$ cat config.mk
export PLATFORM = sky130hd
export DESIGN_NAME = scaler_h_lerp_flat
export DESIGN_NICKNAME = d
export VERILOG_FILES = /design/src/rtl/scaler_h_lerp_if.sv /design/src/rtl/scaler_h_lerp.sv /design/src/flat_wrapper.sv
export SDC_FILE = /design/constraint.sdc
export NUM_CORES = 1
export LEC_CHECK = 0
export CELL_PAD_IN_SITES_DETAIL_PLACEMENT = 1
export CELL_PAD_IN_SITES_GLOBAL_PLACEMENT = 1
export CORE_MARGIN = 2
export CORE_UTILIZATION = 50
export CTS_CLUSTER_DIAMETER = 30
export DETAILED_ROUTE_END_ITERATION = 10
export DONT_BUFFER_PORTS = 1
export GPL_TIMING_DRIVEN = 0
export PLACE_DENSITY_LB_ADDON = 0.1
export SKIP_CTS_REPAIR_TIMING = 1
export SYNTH_ARGS = -nofsm -noshare
export SYNTH_HDL_FRONTEND = slang
export SYNTH_SLANG_ARGS = --single-unit
export TNS_END_PERCENT = 50
$ cat constraint.sdc
create_clock -name clk -period 8.8 [get_ports clk]
set_input_delay 1.76 -clock clk [delete_from_list [all_inputs] [get_ports clk]]
set_output_delay 1.76 -clock clk [all_outputs]
set_load 0.05 [all_outputs]
$ cat src/rtl/scaler_h_lerp_if.sv
// Pixel stream bundle between the pixel source, the horizontal scaler and the sink.
// The master drives the input stream and observes the scaled stream; the slave is the scaler.
interface scaler_h_lerp_if #(
  parameter int DATA_WIDTH = 8
);
  logic [DATA_WIDTH-1:0] di_i;
  logic                  de_i;
  logic                  hs_i;
  logic                  vs_i;
  logic [DATA_WIDTH-1:0] do_o;
  logic                  de_o;
  logic                  hs_o;
  logic                  vs_o;

  modport master (output di_i, de_i, hs_i, vs_i, input do_o, de_o, hs_o, vs_o);
  modport slave  (input di_i, de_i, hs_i, vs_i, output do_o, de_o, hs_o, vs_o);
endinterface

$ cat src/rtl/scaler_h_lerp.sv
// Horizontal 2-tap linear-interpolation scaler for a single-component pixel stream.
// Optional build macro SCALER_H_ROUND_EN selects round-half-up output instead of truncation.
module scaler_h_lerp #(
  parameter int PIXEL_STEP        = 4096,
  parameter int TABLE_INPUT_WIDTH = 10,
  parameter int DATA_WIDTH        = 8
) (
  input  logic        clk,
  input  logic        rst,
  input  logic [15:0] scale_step,
  scaler_h_lerp_if.slave bus
);
  localparam int FB = $clog2(PIXEL_STEP);
  localparam int T  = TABLE_INPUT_WIDTH;
  localparam int AW = 28;
  localparam int IW = AW - FB;
  localparam int KW = IW + 2;
  localparam int PW = DATA_WIDTH + T + 1;

  localparam logic signed [KW-1:0] ONE    = KW'(1);
  localparam logic [T:0]           W_ONE  = {1'b1, {T{1'b0}}};
  localparam logic [PW-1:0]        HALF   = PW'(1) << (T - 1);

  typedef enum logic {WAIT, EMIT} state_t;

  state_t                 state_reg, state_next;
  logic [AW-1:0]          acc_reg, acc_next;
  logic signed [KW-1:0]   k_reg, k_next;
  logic [15:0]            step_reg;
  logic [DATA_WIDTH-1:0]  p0_reg, p1_reg;
  logic                   hs_d_reg;
  logic                   emit;

  logic                   s1_valid_reg;
  logic [DATA_WIDTH-1:0]  do_reg;
  logic                   de_reg, hs_reg, vs_reg;

  logic                   line_start, accept, idle;
  logic [AW-1:0]          acc_adv;
  logic signed [KW-1:0]   int_cur, int_adv, km1, k_acc, k_acc_m1;

  assign line_start = hs_d_reg & ~bus.hs_i;
  assign accept     = bus.de_i & ~bus.hs_i;
  assign acc_adv    = acc_reg + AW'(step_reg);
  assign int_cur    = $signed({2'b00, acc_reg[AW-1:FB]});
  assign int_adv    = $signed({2'b00, acc_adv[AW-1:FB]});
  assign km1        = k_reg - ONE;
  assign k_acc      = accept ? (k_reg + ONE) : k_reg;
  assign k_acc_m1   = k_acc - ONE;

  // k is the index of p1, so an output at integer position int needs int == k-1.
  always_comb begin
    state_next = state_reg;
    acc_next   = acc_reg;
    k_next     = k_acc;
    emit       = 1'b0;
    if (int_cur < km1) begin
      acc_next = acc_adv;
    end
    case (state_reg)
      WAIT: begin
        if (int_cur == km1) state_next = EMIT;
      end
      EMIT: begin
        if (int_cur == km1) begin
          emit       = 1'b1;
          acc_next   = acc_adv;
          state_next = (int_adv == k_acc_m1) ? EMIT : WAIT;
        end else begin
          state_next = WAIT;
        end
      end
      default: state_next = WAIT;
    endcase
    if (line_start) begin
      acc_next   = '0;
      k_next     = accept ? '0 : -ONE;
      state_next = WAIT;
      emit       = 1'b0;
    end
  end

  always_ff @(posedge clk) begin
    if (!rst) begin
      state_reg <= WAIT;
      acc_reg   <= '0;
      k_reg     <= -ONE;
      p0_reg    <= '0;
      p1_reg    <= '0;
      step_reg  <= 16'(PIXEL_STEP);
      hs_d_reg  <= 1'b1;
    end else begin
      state_reg <= state_next;
      acc_reg   <= acc_next;
      k_reg     <= k_next;
      hs_d_reg  <= bus.hs_i;
      if (accept) begin
        p0_reg <= p1_reg;
        p1_reg <= bus.di_i;
      end
      if (line_start) begin
        step_reg <= (scale_step == 16'd0) ? 16'(PIXEL_STEP) : scale_step;
      end
    end
  end

  // Stage 1: one weighted product per tap; tap 0 carries (1-f), tap 1 carries f.
  logic [T-1:0] frac_w;
  assign frac_w = acc_reg[FB-1 -: T];

  genvar gi;
  generate
    for (gi = 0; gi < 2; gi++) begin : g_tap
      logic [DATA_WIDTH-1:0] pix;
      logic [T:0]            wgt;
      logic [PW-1:0]         prod_reg;
      assign pix = (gi == 0) ? p0_reg : p1_reg;
      assign wgt = (gi == 0) ? (W_ONE - {1'b0, frac_w}) : {1'b0, frac_w};
      always_ff @(posedge clk) begin
        if (!rst) begin
          prod_reg <= '0;
        end else if (emit) begin
          prod_reg <= PW'(pix) * PW'(wgt);
        end
      end
    end
  endgenerate

  logic [PW-1:0] sum;
`ifdef SCALER_H_ROUND_EN
  assign sum = g_tap[0].prod_reg + g_tap[1].prod_reg + HALF;
`else
  assign sum = g_tap[0].prod_reg + g_tap[1].prod_reg;
`endif

  // Blanking may only be reported once nothing of the line is left in flight.
  assign idle = (state_reg == WAIT) && !s1_valid_reg && !de_reg && (int_cur != km1);

  always_ff @(posedge clk) begin
    if (!rst) begin
      s1_valid_reg <= 1'b0;
      do_reg       <= '0;
      de_reg       <= 1'b0;
      hs_reg       <= 1'b1;
      vs_reg       <= 1'b1;
    end else begin
      s1_valid_reg <= emit;
      de_reg       <= s1_valid_reg;
      if (s1_valid_reg) do_reg <= sum[T +: DATA_WIDTH];
      vs_reg <= bus.vs_i;
      if (!bus.hs_i) hs_reg <= 1'b0;
      else if (idle) hs_reg <= 1'b1;
    end
  end

  assign bus.do_o = do_reg;
  assign bus.de_o = de_reg;
  assign bus.hs_o = hs_reg;
  assign bus.vs_o = vs_reg;
endmodule

$ cat src/flat_wrapper.sv
// flat-port wrapper written by rule: the top's interface ports become plain ports
module scaler_h_lerp_flat 
#(
  parameter int PIXEL_STEP        = 4096,
  parameter int TABLE_INPUT_WIDTH = 10,
  parameter int DATA_WIDTH        = 8
)
  (clk, rst, scale_step, bus_di_i, bus_de_i, bus_hs_i, bus_vs_i, bus_do_o, bus_de_o, bus_hs_o, bus_vs_o);
  scaler_h_lerp_if #(.DATA_WIDTH(DATA_WIDTH)) bus_i ();
  input  logic clk;
  input  logic rst;
  input  logic [15:0] scale_step;
  input wire logic [$bits(bus_i.di_i)-1:0] bus_di_i;
  input wire logic [$bits(bus_i.de_i)-1:0] bus_de_i;
  input wire logic [$bits(bus_i.hs_i)-1:0] bus_hs_i;
  input wire logic [$bits(bus_i.vs_i)-1:0] bus_vs_i;
  output wire logic [$bits(bus_i.do_o)-1:0] bus_do_o;
  output wire logic [$bits(bus_i.de_o)-1:0] bus_de_o;
  output wire logic [$bits(bus_i.hs_o)-1:0] bus_hs_o;
  output wire logic [$bits(bus_i.vs_o)-1:0] bus_vs_o;
  assign bus_i.di_i = bus_di_i;
  assign bus_i.de_i = bus_de_i;
  assign bus_i.hs_i = bus_hs_i;
  assign bus_i.vs_i = bus_vs_i;
  assign bus_do_o = bus_i.do_o;
  assign bus_de_o = bus_i.de_o;
  assign bus_hs_o = bus_i.hs_o;
  assign bus_vs_o = bus_i.vs_o;
  scaler_h_lerp #(.PIXEL_STEP(PIXEL_STEP), .TABLE_INPUT_WIDTH(TABLE_INPUT_WIDTH), .DATA_WIDTH(DATA_WIDTH)) u_core (.clk(clk), .rst(rst), .scale_step(scale_step), .bus(bus_i));
endmodule
After elaboration in Yosys (flattened, before gate mapping):

Cells that the tools add are included.

* bits in registers: 128
* latch bits: 0
* RAM bits: 0
* ROM bits: 0
* logic and storage cells: 54
* memories kept: 0

* add/sub/neg operators: 6
* multipliers: 2
* divide/modulo/power cells: 0
* magnitude comparators: 1
* eq/ne operators: 4
* shifts and indexed selects: 0
* multiplexer cells: 15
* bitwise operators: 5
* reduce and logical (&&, ||, !) cells: 7

Operators with widths (number)
* 2-to-1 mux 28 bit: 3
* 2-to-1 mux 18 bit: 3
* == test 17 x 18 -> 1 bit: 2
* subtractor 18 x 2 -> 18 bit (second input constant): 2
* adder 28 x 16 -> 28 bit: 1
* adder 18 bit: 1
* adder 18 x 2 -> 18 bit (second input constant): 1
* less-than comparator 17 x 18 -> 1 bit: 1
* multiplier 8 x 10 -> 18 bit: 1
* multiplier 8 x 11 -> 18 bit: 1
* != test 17 x 18 -> 1 bit: 1
* zero test 16 bit: 1
* 2-to-1 mux 16 bit: 1
* subtractor 11 x 10 -> 11 bit (first input constant): 1
* 2-to-1 mux 1 bit: 7
* logical AND 1 bit: 3
* NOT 1 bit: 3
* bitwise AND 1 bit: 2
* zero test 1 bit: 2
* != test 2 x 1 -> 1 bit (second input constant): 1
* case mux 1 bit (2 select lines): 1
* OR reduction 2 bit: 1

Depth between registers and ports, before layout:

* depth in word-level cells: 8
* gate-level depth with buffers: 24

Least setup slack after synthesis:

OpenSTA, ideal clock, no wires.

* path kind: register to register
* from: register u_core.acc_reg[2]
* to: register u_core.g_tap[0].prod_reg[17]
* data arrival time: 5.156 ns
* setup slack: 3.529 ns
* cell stages (with the launch flop): 24
* buffers on the path: 1
* clock period less this slack: 5.271 ns
* cell sequence: dfxtp_1 -> clkbuf_1 -> inv_1 -> ha_1 -> nand2_1 -> or3_1 -> nor3_1 -> xnor2_1 -> and2_1 -> fa_1 -> fa_1 -> fa_1 -> inv_1 -> fa_1 -> inv_1 -> ha_1 -> and2_1 -> nand2_1 -> a211oi_1 -> o31a_1 -> a31oi_1 -> xnor2_1 -> o21ai_0 -> and2_1

* word-level cells in the longest chain between the ends: 2

RTL lines
* start: declaration: line scaler_h_lerp.sv:27 `logic [AW-1:0] acc_reg, acc_next;`
* start signal: assignment: line scaler_h_lerp.sv:94 `acc_reg <= acc_next;`
* subtractor 11 x 10 -> 11 bit: line scaler_h_lerp.sv:118 `assign wgt = (gi == 0) ? (W_ONE - {1'b0, frac_w}) : {1'b0, frac_w};`
* multiplier 8 x 11 -> 18 bit: line scaler_h_lerp.sv:123 `prod_reg <= PW'(pix) * PW'(wgt);`
* end signal: assignment: line scaler_h_lerp.sv:123
* end: declaration: line scaler_h_lerp.sv:116 `logic [PW-1:0] prod_reg;`

Every way passes these cells.
A chain may end at the register's enable or synchronous reset.

Worst setup path in the final report:

Ends and elaborated chain as after synthesis.

==> reports/qor.csv <==
stage;metric;value;unit
grt;track_usage;29.0;%
synthesis;synthFlopType;dfxtp_1;
grt;use_met1;35.7;%
power;vdd_ir_drop_max;91.8;uV
die;die_y;169;um
die;ios;40;
grt;met3_usage;3.69;%
timing;max-slew-margin-rel;38.6;%
grt;overflow;0;
power;p_leak;6.42;nW
synthesis;ys_async_sr_fraction;0;%
layout;n_antenna_cell;0;
layout;drive_gt1_share;4.49;%
die;die_x;169;um
timing;hold_violations;0;
timing;slew_violations;0;
placed_design;port_buffers;0;
routing;wire_per_inst;19.6;um
worst_setup_path;cp-end-kind;register;
cts;cts_sinks;128;
synthesis;synthCells;1661;
worst_setup_path;cp.required;9130;ps
power;power;1.59;mW
layout;fin_nets;1938;
worst_setup_path;slowest_delay;670;ps
timing;fmax;0.153;GHz
routing;drt_first_pass_iters;5;
timing;finalCritPeriodShare;74.4;%
cts;clk_path_buf_depth;2;
synthesis;synth-edff-count;0;
cts;path_clk_slew;70;ps
synthesis;syn_nets;1919;
timing;period_needed;6540;ps
worst_setup_path;path_max_fanout;10;
power;p_per_area;109;nW/um^2
synthesis;yosys_warnings;0;
timing;setup_violations;0;
die;core_area;26800;sq um
routing;wl;39900;um
cts;cts_buffers;17;
cts;cts_tree;built;
timing;grt_setup_unrepaired;no;
layout;final.fill_count;3303;
worst_setup_path;worst_path_max_delay_cell;xnor2_1;
layout;mostFrequentLayoutCells;247 x nand2_1, 166 x inv_1, 128 x dfxtp_1;
routing;drt_first_iter_violations;623;
placed_design;gp_congestion;0.893;
worst_setup_path;path_class;reg2reg;
worst_hold_path;hold_class;reg2reg;
grt;antenna_found_initial;1;
grt;use_met2;52.0;%
grt;grt-busiest-layer;met2;
synthesis;synth.avg_cell_area;8.18;sq um
timing;totalNegativeSetupSlack;0;ps
cts;clockRootBuffer;clkbuf_16;
worst_setup_path;worst_setup_path_start_kind;register;
worst_setup_path;crit_arrival;6880;ps
routing;num_vias;11600;
worst_setup_path;cpMostUsedCell;inv_1;
routing;post-route-drc-count;0;
timing;tightestPinTransition;914;ps
routing;drtAntennaViolNets;0;
placed_design;place_hpwl;32200;um
die;rows;60;
routing;viasPerCell;5.70;
synthesis;ys_ff_latch;128;
synthesis;seq_area_frac_synth;18.9;%
layout;area_growth;7.30;%
grt;grt_pass1_wl;65100;um
die;initial_core_util;50.7;%
synthesis;synth_cell_types;76;
worst_setup_path;worstPathCellList;clkbuf_1, inv_1, ha_1, xnor2_1, nand2_1, fa_1, fa_1, inv_1, ha_1, inv_1, fa_1, inv_1, ha_1, nor2b_1, o21ai_0, a21boi_0, o21ai_0, a211oi_1, o31a_1, a31oi_1, xnor2_1, o21ai_0, and2_1;
timing;skew;18.1;ps
layout;final_common_cell;nand2_1;
cts;cts-htree-levels;4;
synthesis;netlist_area;13600;sq um
flow_run;cap_violations;0;
die;dieArea;28500;sq um
layout;largest_reg_flops;36;
cts;insertion_delay;440;ps
run_status;status;complete, no violations;
grt;grt_max_degree;17;
grt;grt_pass1_vias;12500;
[power breakdown]
| part | switching (mW) | internal [mW] | total (mW) |
|---|---|---|---|
| logic | 0.180 | 0.0942 | 0.274 |
| registers | 0.0171 | 0.596 | 0.613 |
| clock network | 0.327 | 0.377 | 0.705 |
| total | 0.524 | 1.07 | 1.59 |
[logic make-up (layout without fill, tap and decap cells)]
group / count (synthesis) / count (layout) / share of synthesized area, %
AOI/OAI and AO/OA: 304 / 304 / 14.8
xor gates and xnor gates: 126 / 126 / 8.54
adders and majority gates: 229 / 229 / 26.7
buffers and inverters: 253 / 285 / 7.36
DFF: 128 / 128 / 18.9
muxes: 7 / 7 / 0.516
and+or+nand+nor: 614 / 614 / 23.2
[area by class of cell]
type / instances / area [sq um] / share of cell area (%)
multi-input combinational: 1280 / 10000 / 68.8
sequential: 128 / 2560 / 17.6
inverter: 166 / 623 / 4.27
clock buffer: 18 / 439 / 3.01
tap: 341 / 427 / 2.93
buffer: 87 / 377 / 2.58
clock inverter: 14 / 121 / 0.833
[critical path, delay by kind of cell, from the launching register on]
kind,cells,cell delay [ps]
adders and majority gates,6,2270
DFF,1,370
AOI/OAI and AO/OA,7,1510
buffers and inverters,5,750
xor gates and xnor gates,2,990
and+or+nand+nor,3,550
[cell usage after synthesis, types with 10 or more instances]
cell	count	area share, %
xnor2_1	83	5.4
fa_1	102	15
inv_1	166	4.6
nor2_1	56	1.5
a21oi_1	72	2.7
clkbuf_1	69	1.9
and3_1	15	0.69
o21a_1	11	0.61
dfxtp_1	128	19
o21ai_0	64	2.4
nand3_1	24	0.88
nor4_1	14	0.64
nand4_1	13	0.60
nor3_1	29	1.1
or3_1	15	0.69
nand2b_1	13	0.60
a211oi_1	19	1.1
and2_1	127	5.8
a21boi_0	51	2.8
a31oi_1	10	0.46
xor2_1	39	2.5
nand2_1	247	6.8
nor2b_1	21	0.97
a21o_1	15	0.83
ha_1	127	12
[final timing paths]
kind	startpoint	endpoint	slack [ps]	cells after the start
worst min-delay path	u_core.acc_reg[0]	u_core.acc_reg[0]	470	2
worst max-delay path	u_core.acc_reg[2]	u_core.g_tap[0].prod_reg[17]	2260	23
worst min register to register	u_core.acc_reg[0]	u_core.acc_reg[0]	470	2
worst max register to register	u_core.acc_reg[2]	u_core.g_tap[0].prod_reg[17]	2260	23
[per-stage QoR]
| step | utilization, % | instance area (sq um) | hold slack, ps | std cells | worst slack [ps] |
|---|---|---|---|---|---|
| 2_1_floorplan | - | 13600 | 436 | 1661 | 3530 |
| 3_3_place_gp | 52.3 | 14000 | 444 | 2002 | 2410 |
| 3_5_place_dp | 52.3 | 14000 | 461 | 2002 | 2250 |
| 4_1_cts | 54.4 | 14600 | 469 | 2034 | 2250 |
| 5_1_grt | 54.4 | 14600 | 498 | 2034 | 1790 |
| 6_report | 54.4 | 14600 | 468 | 2034 | 2260 |
[routing by layer]
layer,up-vias,routed length [um]
met1,5716,17400
met4,2,1250
li1,5571,-
met5,-,13
met3,77,1410
met2,230,19800
(Power assumes the default switching activity.)
